==> config.mk <==
export PLATFORM = sky130hd
export DESIGN_NAME = obstacle_alert_arbiter
export DESIGN_NICKNAME = d
export VERILOG_FILES = /design/src/rtl/obstacle_alert_arbiter.sv
export SDC_FILE = /design/constraint.sdc
export NUM_CORES = 1
export LEC_CHECK = 0
export CAP_MARGIN = 10
export CORE_UTILIZATION = 35
export CTS_CLUSTER_DIAMETER = 60
export DETAILED_ROUTE_END_ITERATION = 7
export PLACE_DENSITY = 0.52
export SLEW_MARGIN = 25
export SYNTH_ARGS = -nofsm -noshare
export SYNTH_HDL_FRONTEND = slang
export SYNTH_SLANG_ARGS = --single-unit
==> constraint.sdc <==
create_clock -name clk -period 3.13 [get_ports clk]
set_clock_uncertainty 0.2 [all_clocks]
set_input_delay 0.4695 -clock clk [delete_from_list [all_inputs] [get_ports clk]]
set_output_delay 0.4695 -clock clk [all_outputs]
set_load 0.005 [all_outputs]
==> src/rtl/obstacle_alert_arbiter.sv <==
// N-channel obstacle alert arbiter: per-channel debounce, fixed-priority selection,
// timed alert with tone, optional preemption/retrigger and a post-alert cooldown.
module obstacle_alert_arbiter #(
  parameter int N_CH            = 3,
  parameter int DEBOUNCE_CYCLES = 100,
  parameter int HOLD_CYCLES     = 100000000,
  parameter int COOL_CYCLES     = 0,
  parameter int TONE_HALF       = 50000,
  localparam int IDX_W          = (N_CH > 1) ? $clog2(N_CH) : 1
) (
  input  logic              clk,
  input  logic              rst_n,
  input  logic              ena,
  input  logic [N_CH-1:0]   sensor_in,
  input  logic [N_CH-1:0]   ch_mask,
  input  logic              preempt_en,
  input  logic              retrigger_en,
  output logic [N_CH-1:0]   speaker_out,
  output logic              tone_out,
  output logic              active,
  output logic [IDX_W-1:0]  active_idx,
  output logic [7:0]        event_cnt
);

  localparam int DB_W   = $clog2(DEBOUNCE_CYCLES + 1);
  localparam int HOLD_W = $clog2(HOLD_CYCLES + 1);
  localparam int COOL_W = (COOL_CYCLES > 0) ? $clog2(COOL_CYCLES + 1) : 1;
  localparam int TONE_W = $clog2(TONE_HALF + 1);

  localparam logic [DB_W-1:0]   DB_MAX    = DB_W'(DEBOUNCE_CYCLES);
  localparam logic [HOLD_W-1:0] HOLD_LAST = HOLD_W'(HOLD_CYCLES - 1);
  localparam logic [COOL_W-1:0] COOL_LAST = COOL_W'((COOL_CYCLES > 0) ? COOL_CYCLES - 1 : 0);
  localparam logic [TONE_W-1:0] TONE_LAST = TONE_W'(TONE_HALF - 1);

  localparam logic [1:0] ST_IDLE     = 2'd0;
  localparam logic [1:0] ST_ALERT    = 2'd1;
  localparam logic [1:0] ST_COOLDOWN = 2'd2;

  logic [N_CH-1:0][DB_W-1:0] db_q, db_d;
  logic [N_CH-1:0]           qual;
  logic                      any_qual;
  logic [IDX_W-1:0]          first_idx;

  logic [1:0]        state_q, state_d;
  logic [IDX_W-1:0]  idx_q, idx_d;
  logic [HOLD_W-1:0] hold_q, hold_d;
  logic [COOL_W-1:0] cool_q, cool_d;
  logic [TONE_W-1:0] tone_cnt_q, tone_cnt_d;
  logic              tone_q, tone_d;
  logic [7:0]        evt_q, evt_d;
  logic [N_CH-1:0]   speaker_q, speaker_d;
  logic              active_q, active_d;
  logic              tone_wrap;

  // Qualification is decoded from the registered counter, so it lags the input by one edge.
  always_comb begin
    db_d = db_q;
    qual = '0;
    for (int i = 0; i < N_CH; i++) begin
      qual[i] = (db_q[i] == DB_MAX);
      if (sensor_in[i] && !ch_mask[i]) begin
        db_d[i] = qual[i] ? DB_MAX : db_q[i] + 1'b1;
      end else begin
        db_d[i] = '0;
      end
    end
  end

  always_comb begin
    any_qual  = 1'b0;
    first_idx = '0;
    for (int i = N_CH - 1; i >= 0; i--) begin
      if (qual[i]) begin
        any_qual  = 1'b1;
        first_idx = IDX_W'(i);
      end
    end
  end

  assign tone_wrap = (tone_cnt_q == TONE_LAST);

  always_comb begin
    state_d    = state_q;
    idx_d      = idx_q;
    hold_d     = hold_q;
    cool_d     = cool_q;
    tone_cnt_d = tone_cnt_q;
    tone_d     = tone_q;
    evt_d      = evt_q;
    case (state_q)
      ST_IDLE: begin
        if (any_qual) begin
          state_d    = ST_ALERT;
          idx_d      = first_idx;
          hold_d     = '0;
          tone_cnt_d = '0;
          tone_d     = 1'b0;
          evt_d      = (evt_q == 8'hFF) ? evt_q : evt_q + 8'd1;
        end
      end
      ST_ALERT: begin
        if (preempt_en && any_qual && (first_idx < idx_q)) begin
          idx_d      = first_idx;
          hold_d     = '0;
          tone_cnt_d = '0;
          tone_d     = 1'b0;
          evt_d      = (evt_q == 8'hFF) ? evt_q : evt_q + 8'd1;
        end else if (retrigger_en && qual[idx_q]) begin
          hold_d     = '0;
          tone_cnt_d = tone_wrap ? '0 : tone_cnt_q + 1'b1;
          tone_d     = tone_q ^ tone_wrap;
        end else if (hold_q == HOLD_LAST) begin
          state_d    = (COOL_CYCLES > 0) ? ST_COOLDOWN : ST_IDLE;
          idx_d      = '0;
          hold_d     = '0;
          cool_d     = '0;
          tone_cnt_d = '0;
          tone_d     = 1'b0;
        end else begin
          hold_d     = hold_q + 1'b1;
          tone_cnt_d = tone_wrap ? '0 : tone_cnt_q + 1'b1;
          tone_d     = tone_q ^ tone_wrap;
        end
      end
      ST_COOLDOWN: begin
        if (cool_q == COOL_LAST) begin
          state_d = ST_IDLE;
          cool_d  = '0;
        end else begin
          cool_d = cool_q + 1'b1;
        end
      end
      default: begin
        state_d = ST_IDLE;
        idx_d   = '0;
      end
    endcase
  end

  always_comb begin
    speaker_d = '0;
    active_d  = (state_d == ST_ALERT);
    if (active_d) begin
      speaker_d[idx_d] = 1'b1;
    end
  end

  always_ff @(posedge clk or negedge rst_n) begin
    if (!rst_n) begin
      db_q       <= '0;
      state_q    <= ST_IDLE;
      idx_q      <= '0;
      hold_q     <= '0;
      cool_q     <= '0;
      tone_cnt_q <= '0;
      tone_q     <= 1'b0;
      evt_q      <= '0;
      speaker_q  <= '0;
      active_q   <= 1'b0;
    end else if (ena) begin
      db_q       <= db_d;
      state_q    <= state_d;
      idx_q      <= idx_d;
      hold_q     <= hold_d;
      cool_q     <= cool_d;
      tone_cnt_q <= tone_cnt_d;
      tone_q     <= tone_d;
      evt_q      <= evt_d;
      speaker_q  <= speaker_d;
      active_q   <= active_d;
    end
  end

  assign speaker_out = speaker_q;
  assign tone_out    = tone_q;
  assign active      = active_q;
  assign active_idx  = idx_q;
  assign event_cnt   = evt_q;

endmodule

==> out/results.md <==
| Item | Reported | Unit |
| --- | --- | --- |
| Highest net fanout along the worst path | 20 | - |
| Antenna violations before repair | 0 | - |
| Clock latency on the worst-skew pair | 0.34 | ns |
| Run status | finished, final reports clean | - |
| Antenna diode count | 0 | - |
| Maximum number of pins on one net before global-route repair | 47 | - |
| Largest family of logic cells by synthesized area | simple AND/OR/NAND/NOR gates | - |
| Post-detailed-route via-to-cell ratio | 5.41 | - |
| Count of input and output buffers | 25 | - |
| Library cell contributing the largest single delay on the critical path | sky130_fd_sc_hd__dfrtp_1 | - |
| Crit path arrival time | 3.03 | ns |
| Final non-filler cell total | 732 | - |
| Wire length per cell after detailed routing | 14.8 | um |
| # placed instances | 712 | - |
| Async SR Flop Fraction | 100 | % |
| Critical path required time | 3.17 | ns |
| Starting utilization of the core area | 36.3 | % |
| Post-synthesis compound-gate area fraction | 18.2 | % |
| Post-Synth Adder-Cell Area | 2.71 | % |
| Top library cells by usage in the layout, fill and taps aside | sky130_fd_sc_hd__dfrtp_1 (81), sky130_fd_sc_hd__nand2_1 (69), sky130_fd_sc_hd__o21ai_0 (50) | - |
| Met1 routing resource usage after global routing | 23.0 | % |
| Crit Reg-Reg Endpoint | tone_cnt_q[6] | - |
| Net count after synthesis | 545 | - |
| Fraction of final layout cells sized beyond drive strength 1 | 11.4 | % |
| Inserted Clock Buffers | 9 | - |
| Most used cell, CP | sky130_fd_sc_hd__ha_1 | - |
| Number of vias after detailed routing | 3,962 | - |
| Area of the die | 13,600 | um2 |
| Clock network fraction of design power | 41.0 | % |
| Number of cells traversed by the worst hold path | 1 | - |
| Busiest layer in global routing | met2 | - |
| R2R Setup Slk | 0.14 | ns |
| Core utilization of the finished layout | 43.5 | % |
| DP HPWL | 7500 | um |
| Part of the Yosys area used for sequential elements | 43.9 | % |
| Number of H-tree levels | 3 | - |
| Die Span X | 117 | um |
| Tmin final | 2.99 | ns |
| Clock Sinks | 81 | - |
| Wire length of the first global-routing pass | 18,400 | um |
| Weighted congestion at the end of routability-driven global placement | 0.792 | - |
| Kind of launch point of the worst setup path | register | - |
| R2R Path Start | db_q[7] | - |
| Max Buffers Root-to-Sink | 2 | - |
| Switch share | 26.4 | % |
| Tightest Hold Check Type | register to register | - |
| Finish-stage setup viols | 0 | - |
| Routed wire length | 10,800 | um |
| Number of max-cap violations | 0 | - |
| Share of cell area taken by muxes after synthesis | 1.57 | % |
| Tightest slew margin relative to the limit | 39.4 | % |
| Net count reported at finish | 577 | - |
| Antenna viol nets, final | 0 | - |
| Synth Area in Simple Gates | 27.5 | % |
| Maximum clock frequency | 0.335 | GHz |
| Standby leakage power | 2.32 | nW |
| Synthesis warning total | 0 | - |
| Share of total power in sequential cells | 43.6 | % |
| Netlist area before placement | 4610 | um2 |
| Worst Setup End Kind | register | - |
| DRC violation count after routing | 0 | - |
| Count of flip-flops with a built-in enable after synthesis | 0 | - |
| Post-synth top flop | sky130_fd_sc_hd__dfrtp_1 | - |
| Area Overhead vs Synth | 20.0 | % |
| Number of violations reported at the end of detailed-routing iteration 0 | 234 | - |
| Most common cell after layout, fill and taps aside | sky130_fd_sc_hd__dfrtp_1 | - |
| Worst vdd ir | 0.322 | mV |
| Total of flip-flops plus latches after synthesis | 81 | - |
| Number of instances in the synthesized netlist | 524 | - |
| Grt total ovfl | 0 | - |
| Cells along the critical path | inv_1 > ha_1 > and4b_2 > and2_4 > nor3_2 > ha_1 > a21bo_2 > a211o_1 > buf_12 > nor3_4 > nand2_2 > o31ai_2 | - |
| Total non-filler cell area in the finished layout | 5540 | um2 |
| Cell Area, Placed | 5110 | um2 |
| Overall power | 2.73 | mW |
| Combinational share of power | 15.4 | % |
| Via count of the first global-routing pass | 3,755 | - |
| Number of hold violations in the final report | 0 | - |
| Placement Rows | 41 | - |
| Core Footprint | 12,700 | um2 |
| Worst Slack Setup Final | 0.142 | ns |
| Mean Syn Cell Area | 8.81 | um2 |
| Transition time at the pin with the least slew margin | 0.899 | ns |
| GR met2 Demand/Resource | 27.6 | % |
| Share of the clock period used by the worst path after layout | 95.5 | % |
| Number of distinct library cells after synthesis | 62 | - |
| Buffer type at the clock tree root | sky130_fd_sc_hd__clkbuf_16 | - |
| Overall track demand over capacity in global routing | 17.4 | % |
| Critical Path Max Stage Delay | 0.39 | ns |
| Number of cells on the worst reg-to-reg path | 12 | - |
| Origin of the worst min-delay path | hold_q[26] | - |
| Count of final max-slew check failures | 0 | - |
| Reg clk slew, reported paths | 0.06 | ns |
| IO Count | 26 | - |
| Power density cells | 492 | nW/um2 |
| Worst hold slack across all endpoints | 0.278 | ns |
| Category of the critical setup timing path | register to register | - |
| First-pass detailed-route iteration total | 4 | - |
| Die height | 117 | um |
| Endpoint of the worst hold-timing path | hold_q[26] | - |
| Net switching power | 0.719 | mW |
| Setup Total Neg Slack | 0 | ns |
| Cell Int Power | 2.01 | mW |
| Share of the synthesized netlist area taken by xor and xnor gates | 2.09 | % |
| GRT met3 Usage | 4.84 | % |
| Worst-case setup slack after placement | 0.0172 | ns |
| CTS tree | built | - |
==> logic make-up (layout without fill, tap and decap cells) <==
family	Yosys count	count (layout)
xor gates and xnor gates	11	11
and+or+nand+nor	242	242
buffers and inverters	43	79
muxes	7	7
DFF	81	81
adders and majority gates	10	10
AOI/OAI and AO/OA	130	130
==> registers in the layout, summed over array words and instances (netlist names) <==
name         count
hold_q          27
state_q          2
tone_out         1
active_idx       2
db_q            21
event_cnt        8
active           1
speaker_out      3
tone_cnt_q      16
==> worst max-delay path by stage <==
| stage | from | end | cells after the start |
|---|---|---|---|
| finish | db_q[7] | tone_cnt_q[6] | 12 |
| global route | db_q[14] | hold_q[25] | 13 |
| CTS | db_q[14] | tone_cnt_q[6] | 13 |
| detailed placement | db_q[14] | tone_cnt_q[10] | 13 |
| global placement | db_q[14] | tone_cnt_q[10] | 13 |
| floorplan | db_q[14] | speaker_out[2] | 14 |
==> what timing repair did <==
item	CTS	global route
gates resized for setup	1	17
endpoints found under the hold margin	44	0
buffers inserted	0	4
endpoints found under the setup margin	1	54
hold buffers	1	0
pin swaps	0	6
==> Yosys cell counts, drive strengths merged, types with 3 or more instances <==
library cell	instances	area share [%]
a21o	7	1.1
a21oi	21	2.3
a22o	4	0.76
and3	22	3.0
and4	3	0.57
buf	9	1.2
clkbuf	14	1.1
dfrtp	81	44
ha	10	2.7
inv	20	1.6
mux2i	5	1.1
nand2	71	5.8
nand2b	5	0.68
nand3	32	3.6
nand3b	3	0.49
nand4	17	2.3
nor2	35	2.9
nor2b	6	0.81
nor3	21	2.8
nor4	11	2.1
o21ai	60	6.5
o22ai	3	0.41
o2bb2ai	3	0.57
o31ai	14	2.3
or2	4	0.54
xnor2	9	1.7
==> worst max-delay path, delay by kind of cell, from the launching register on <==
family / cells / cell delay (ns)
compound gates: 3 / 0.84
buf+inv: 2 / 0.27
fa+ha+maj: 2 / 0.44
flops: 1 / 0.39
simple gates: 5 / 0.74
==> layer usage <==
metal / wire, um / vias up
li1: - / 1962
met1: 5180 / 1929
met2: 5170 / 59
met3: 306 / 12
met4: 176 / 0
met5: 0 / -
==> final cells by class <==
class                           count  area (um2)
Fill cell                        1260        7180
Multi-Input combinational cell    400        2480
Sequential cell                    81        2030
Timing Repair Buffer               44         425
Clock buffer                       13         280
Tap cell                          172         215
Inverter                           20        75.1
Clock inverter                      2        35.0
==> power groups by stage <==
stage	registers [mW]	clock network (mW)	logic (mW)
after CTS	1.19	1.15	0.414
final	1.19	1.12	0.419
after detailed placement	1.21	0	0.411
after floorplan	1.18	0	0.240
after global routing	1.20	1.19	0.471
after global placement	1.20	0	0.405
(Power assumes the default switching activity.)
==> edit 1 (config.mk and constraints unchanged) <==
Change the parameter `N_CH` from 3 to 2.
--- a/src/rtl/obstacle_alert_arbiter.sv
+++ b/src/rtl/obstacle_alert_arbiter.sv
@@ -1,7 +1,7 @@
 // N-channel obstacle alert arbiter: per-channel debounce, fixed-priority selection,
 // timed alert with tone, optional preemption/retrigger and a post-alert cooldown.
 module obstacle_alert_arbiter #(
-  parameter int N_CH            = 3,
+  parameter int N_CH            = 2,
   parameter int DEBOUNCE_CYCLES = 100,
   parameter int HOLD_CYCLES     = 100000000,
   parameter int COOL_CYCLES     = 0,
Ports: changed (resized active_idx, ch_mask, sensor_in and speaker_out); port bits go from 26 to 22. The function was not compared with the original's and may differ.
==> edit 1 against the unedited design <==
The run now ends with hold timing left; sequential share of layout area grew 1.9 points; final cell count shrank 19%; sequential cell count down 9; clock power shrank 14%; critical endpoint is now hold_q[2]; wire length is 14% lower; total power shrank 13%; cell area down 16%; maximum frequency rose by 12%; first-iteration DRC count decreased by 41%; setup slack improved by 0.32 ns; area after synthesis fell by 13%.
==> edit 1: results (changes against the unedited design) <==
Run status
  – Outcome: finished, violations left
  – Failing checks: hold timing

GRT
  – Vias in the first global route: 3227 (-14%)
  – Met1 usage: 25.0% (+1.9 points)
  – Met2 Usage GRT: 26.1% (-1.5 points)
  – Largest net degree at the start of global routing: 73 (+55%)
  – First-pass GRT wire length: 16200 um (-12%)

Setup path
  – Max Fanout on Critical Path: 24 (+20%)
  – Slowest cell on crit path: nor2_1
  – CP max stage delay: 0.47 ns (+0.08 ns)
  – Worst Path Arrival: 2.74 ns (-0.29 ns)

Detailed routing
  – DR vias: 3284 (-17%)
  – Metal2 WL: 4170 um (-19%)
  – Metal-1 WL: 4600 um (-11%)
  – Drt initial violations: 137 (-41%)
  – DR WL met3: 381 um (+25%)
  – Final Routed Wirelength: 9320 um (-14%)

STA
  – Hold slack: -0.0416 ns (-0.319 ns)
  – Count of final hold-check violations: 72 (+72)
  – Rel. slew slack: 55.1% (+16 points)

Placement
  – DP Area: 0.00439 sq mm (-14%)
  – Gpl congestion: 0.781 (-1.4%)
  – I/O Buffers: 21 (-16%)
  – Inst Count DP: 576 (-19%)

Yosys
  – Multiplexer area fraction after synthesis: 1.05% (-0.52 points)
  – Top cells by count, synth: 72 x dfrtp_1, 37 x nor2_1, 30 x o21ai_0
  – Synth cell types: 59 (-4.8%)
  – Post-synthesis xor/xnor area fraction: 6.08% (+4.0 points)
  – Ranking of synthesized cells by area: dfrtp_1 45%, xnor2_1 6.1%, o21ai_0 3.7%

Layout
  – Non-filler cells, final: 592 (-19%)
  – Top flop regs: hold_q x27, tone_cnt_q x16, db_q x14
  – Util after Layout: 42.4% (-1.1 points)
  – Filler Cells Inserted: 1096 (-13%)

Power and ir drop
  – Peak VDD IR: 0.312 mV (-3.1%)
-- edit 1: cell types whose count changed in the layout (fill, tap and decap cells not counted), moves of 6 or more --
| cell | delta |
|---|---|
| nand2_1 | -43 |
| inv_1 | -9 |
| nor3_1 | -7 |
| o21ai_0 | -20 |
| o21ai_1 | -9 |
| and3_1 | -7 |
| a21oi_1 | -10 |
| nand3_1 | -9 |
| buf_4 | -6 |
| xnor2_1 | +19 |
| dfrtp_1 | -9 |
| nor4_1 | +13 |
| and4_1 | +6 |
-- edit 1: worst paths after layout --
path / to / cells after the start / slack, ns / startpoint
max: hold_q[2] / 8 / 0.46 / db_q[7]
min: hold_q[24] / 1 / -0.04 / rst_n
max reg2reg: hold_q[2] / 8 / 0.46 / db_q[7]
min reg2reg: speaker_out[0] / 1 / 0.29 / speaker_out[0]
max in group asynchronous: event_cnt[2] / 1 / 2.32 / rst_n
min in group clk: speaker_out[0] / 1 / 0.29 / speaker_out[0]
-- edit 1: where the power goes --
group / leakage, nW / total, mW / internal (mW) / switching [mW]
clock network: 0.137 / 0.968 / 0.581 / 0.387
logic: 0.766 / 0.349 / 0.165 / 0.183
registers: 0.994 / 1.05 / 0.987 / 0.0632
total: 1.90 / 2.37 / 1.73 / 0.634
-- edit 1: critical path, delay by kind of cell (launching register included) --
| kind | cells | cell delay (ns) |
|---|---|---|
| adder cells (fa/ha/maj) | 1 | 0.16 |
| AND/OR/NAND/NOR | 3 | 0.91 |
| flip-flops | 1 | 0.39 |
| AO/OA/AOI/OAI | 2 | 0.65 |
| buffers and inverters | 2 | 0.29 |
-- edit 1: final cells by class --
type,count,area share (%)
inverter,10,0.803
sequential,72,38.5
multi-input combinational,324,45.0
tap,140,3.75
clock inverter,2,0.294
clock buffer,14,5.65
timing repair buffer,30,5.97
==> edit 2 (same settings) <==
Made on the original files. Put one more register stage on the output `active`, with the module's reset. The value now appears one clock later. The other outputs are not delayed to match.
--- a/src/rtl/obstacle_alert_arbiter.sv
+++ b/src/rtl/obstacle_alert_arbiter.sv
@@ -173,7 +173,13 @@
 
   assign speaker_out = speaker_q;
   assign tone_out    = tone_q;
-  assign active      = active_q;
+  always_ff @(posedge clk or negedge rst_n) begin
+    if (!rst_n) begin
+      active <= '0;
+    end else begin
+      active <= active_q;
+    end
+  end
   assign active_idx  = idx_q;
   assign event_cnt   = evt_q;
 
Formal check against the unedited RTL: no difference found for any inputs over 10 cycles, from zero or initial values and one cycle with rst_n low; that may be too few to reach the edited logic, so the function may still have changed.
==> edit 2 against the unedited design <==
Critical endpoint is now tone_cnt_q[10]; largest cell class unchanged; maximum frequency up 0.63%; wire length down 0.48%; area after synthesis grew 0.54%; sequential cell count is 1 higher; cell area grew 1.0%; setup slack gained 0.019 ns; via count increased by 1.1%; synthesized cell count up 0.19%; total power shrank 1.6%; final cell count increased by 1.9%; highest routed layer unchanged.
==> edit 2: results (changes against the unedited design) <==
Yosys
  – Post-synthesis adder-cell area fraction: 2.70% (-0.015 points)
  – Complex-gate fraction of the synthesized area: 18.1% (-0.098 points)
  – Multiplexer area fraction after synthesis: 1.56% (-0.0085 points)
  – Predominant post-synthesis flop cell: dfrtp_1
  – Top cells by count, synth: 82 x dfrtp_1, 71 x nand2_1, 51 x o21ai_0
  – Post-synth EDFFs: 0 (unchanged)
  – Post-synthesis sequential area ratio: 44.2% (+0.30 points)
  – Avg Inst Size Synth: 8.84 sq um (+0.35%)
  – Ys Warns: 0 (unchanged)
  – Syn_nets: 546 (+0.18%)
  – Post-synthesis xor/xnor area fraction: 2.08% (-0.011 points)
  – Ranking of synthesized cells by area: dfrtp_1 44%, nand2_1 5.7%, o21ai_0 5.5%

Detailed routing
  – Pre-antenna DRT Iters: 4 (unchanged)
  – DR WL/cell: 14.5 um (-2.3%)
  – DR vias: 4007 (+1.1%)
  – Drt initial violations: 215 (-8.1%)

STA
  – Rel. slew slack: 60.7% (+21 points)

Placement
  – Gpl congestion: 0.813 (+2.7%)
  – I/O Buffers: 25 (unchanged)
  – Inst Count DP: 724 (+1.7%)
  – DP HPWL: 7680 um (+2.4%)

Layout
  – Filler Cells Inserted: 1241 (-1.5%)
  – Share of layout cells above drive strength 1: 13.1% (+1.6 points)
  – Antenna Cells: 0 (unchanged)
  – Final nets: 590 (+2.3%)
  – Non-filler cells, final: 746 (+1.9%)

GRT
  – Vias in the first global route: 3859 (+2.8%)
  – Largest net degree at the start of global routing: 51 (+8.5%)
  – Initial antenna violation count: 0 (unchanged)
  – First-pass GRT wire length: 18800 um (+2.2%)
  – Global Route Usage Sum: 17.7% (+0.33 points)

Clocking
  – TritonCTS buffer count: 9 (unchanged)
  – Clk root buf: clkbuf_16
  – Clock transition at the registers of the reported paths: 0.06 ns (about the same)
  – Worst-skew pair later-pin latency: 0.35 ns
  – Clock Tree Buf Depth: 2 (unchanged)

Setup path
  – Max Fanout on Critical Path: 6 (-70%)
  – CP max stage delay: 0.39 ns (about the same)
  – Top cell family by delay on the critical path: simple AND/OR/NAND/NOR gates
  – Worst Path Arrival: 3.04 ns (about the same)
  – Slowest cell on crit path: dfrtp_1

Run status
  – Outcome: complete, no violations

Power and ir drop
  – Peak VDD IR: 0.286 mV (-11%)
  – Cell-internal power: 1.95 mW (-3.1%)
  – Static leakage: 2.36 nW (+2.1%)

Min path
  – Min-Delay Path Class: flop to flop
## edit 2: cell types whose count changed in the layout (fill, tap and decap cells not counted), moves of 2 or more
cell / change
buf_4: +13
clkbuf_8: -4
clkinv_2: +2
clkinv_4: +2
inv_1: -3
inv_2: +3
nand2_1: +2
nand2_2: -2
nor2_2: +2
o31ai_1: +2
o31ai_2: -2
## edit 2: repair_timing
action | in CTS | in global routing
buffers inserted | 0 | 5
setup endpoints to repair | 12 | 41
hold endpoints to repair | 32 | 0
resized for setup | 0 | 13
hold buffers | 1 | 0
pin swaps | 2 | 4
## edit 2: cell families (layout without fill, tap and decap cells)
logic type      after synthesis  after routing
compound gates              130            130
fa+ha+maj                    10             10
flops                        82             82
simple gates                242            242
mux                           7              7
xor+xnor                     11             11
buf+inv                      43             92
## edit 2: worst register-to-register path, stage by stage, from the launching register on
cell     delay [ns]
dfrtp_1        0.39
inv_2          0.07
ha_1           0.14
and4b_1        0.23
and2_4         0.16
nor3_2         0.04
ha_1           0.29
a21bo_4        0.25
a211o_4        0.38
buf_6          0.15
nor4_4         0.23
buf_4          0.18
nand4_1        0.10
o21ai_1        0.10
## edit 2: power groups by stage
stage / registers [mW] / clock network, mW / logic (mW)
final: 1.20 / 1.06 / 0.421
after global routing: 1.21 / 1.14 / 0.481
after CTS: 1.20 / 1.10 / 0.412
after detailed placement: 1.22 / 0 / 0.411
after global placement: 1.22 / 0 / 0.406
after floorplan: 1.20 / 0 / 0.240
## edit 2: path summary, 6_finish.rpt
kind	cells after the start	start	to	slack, ns
setup reg to reg	13	db_q[7]	tone_cnt_q[10]	0.16
hold reg to reg	0	active_q	active	0.19
setup / recovery	13	db_q[7]	tone_cnt_q[10]	0.16
max in group asynchronous	3	rst_n	event_cnt[7]	1.68
hold / removal	0	active_q	active	0.19
min in group asynchronous	2	rst_n	hold_q[21]	0.42
## edit 2: per-stage QoR
stage               setup WS [ns]  instance area [sq um]
floorplan                  0.0241                   4640
global placement           0.0108                   5200
detailed placement        -0.0509                   5200
CTS                        0.0108                   5510
global route             -0.00284                   5600
finish                      0.160                   5600
## edit 2: routing by layer
layer | track usage (%) | share of wire (%) | wire [um] | up-vias
li1 | - | - | - | 1999
met1 | 23.7 | 48 | 5230 | 1940
met2 | 27.7 | 47 | 5080 | 51
met3 | 4.07 | 2.4 | 264 | 17
met4 | 7.17 | 2.0 | 214 | 0
met5 | 0 | 0 | 0 | -
## edit 2: final cells by class
type | instances | area share, %
inverters | 20 | 1.34
multi-input cells | 400 | 43.7
well taps | 172 | 3.85
clock inverters | 7 | 1.25
clock buffers | 9 | 4.03
flip-flops and latches | 82 | 36.7
repair buffers | 56 | 9.15
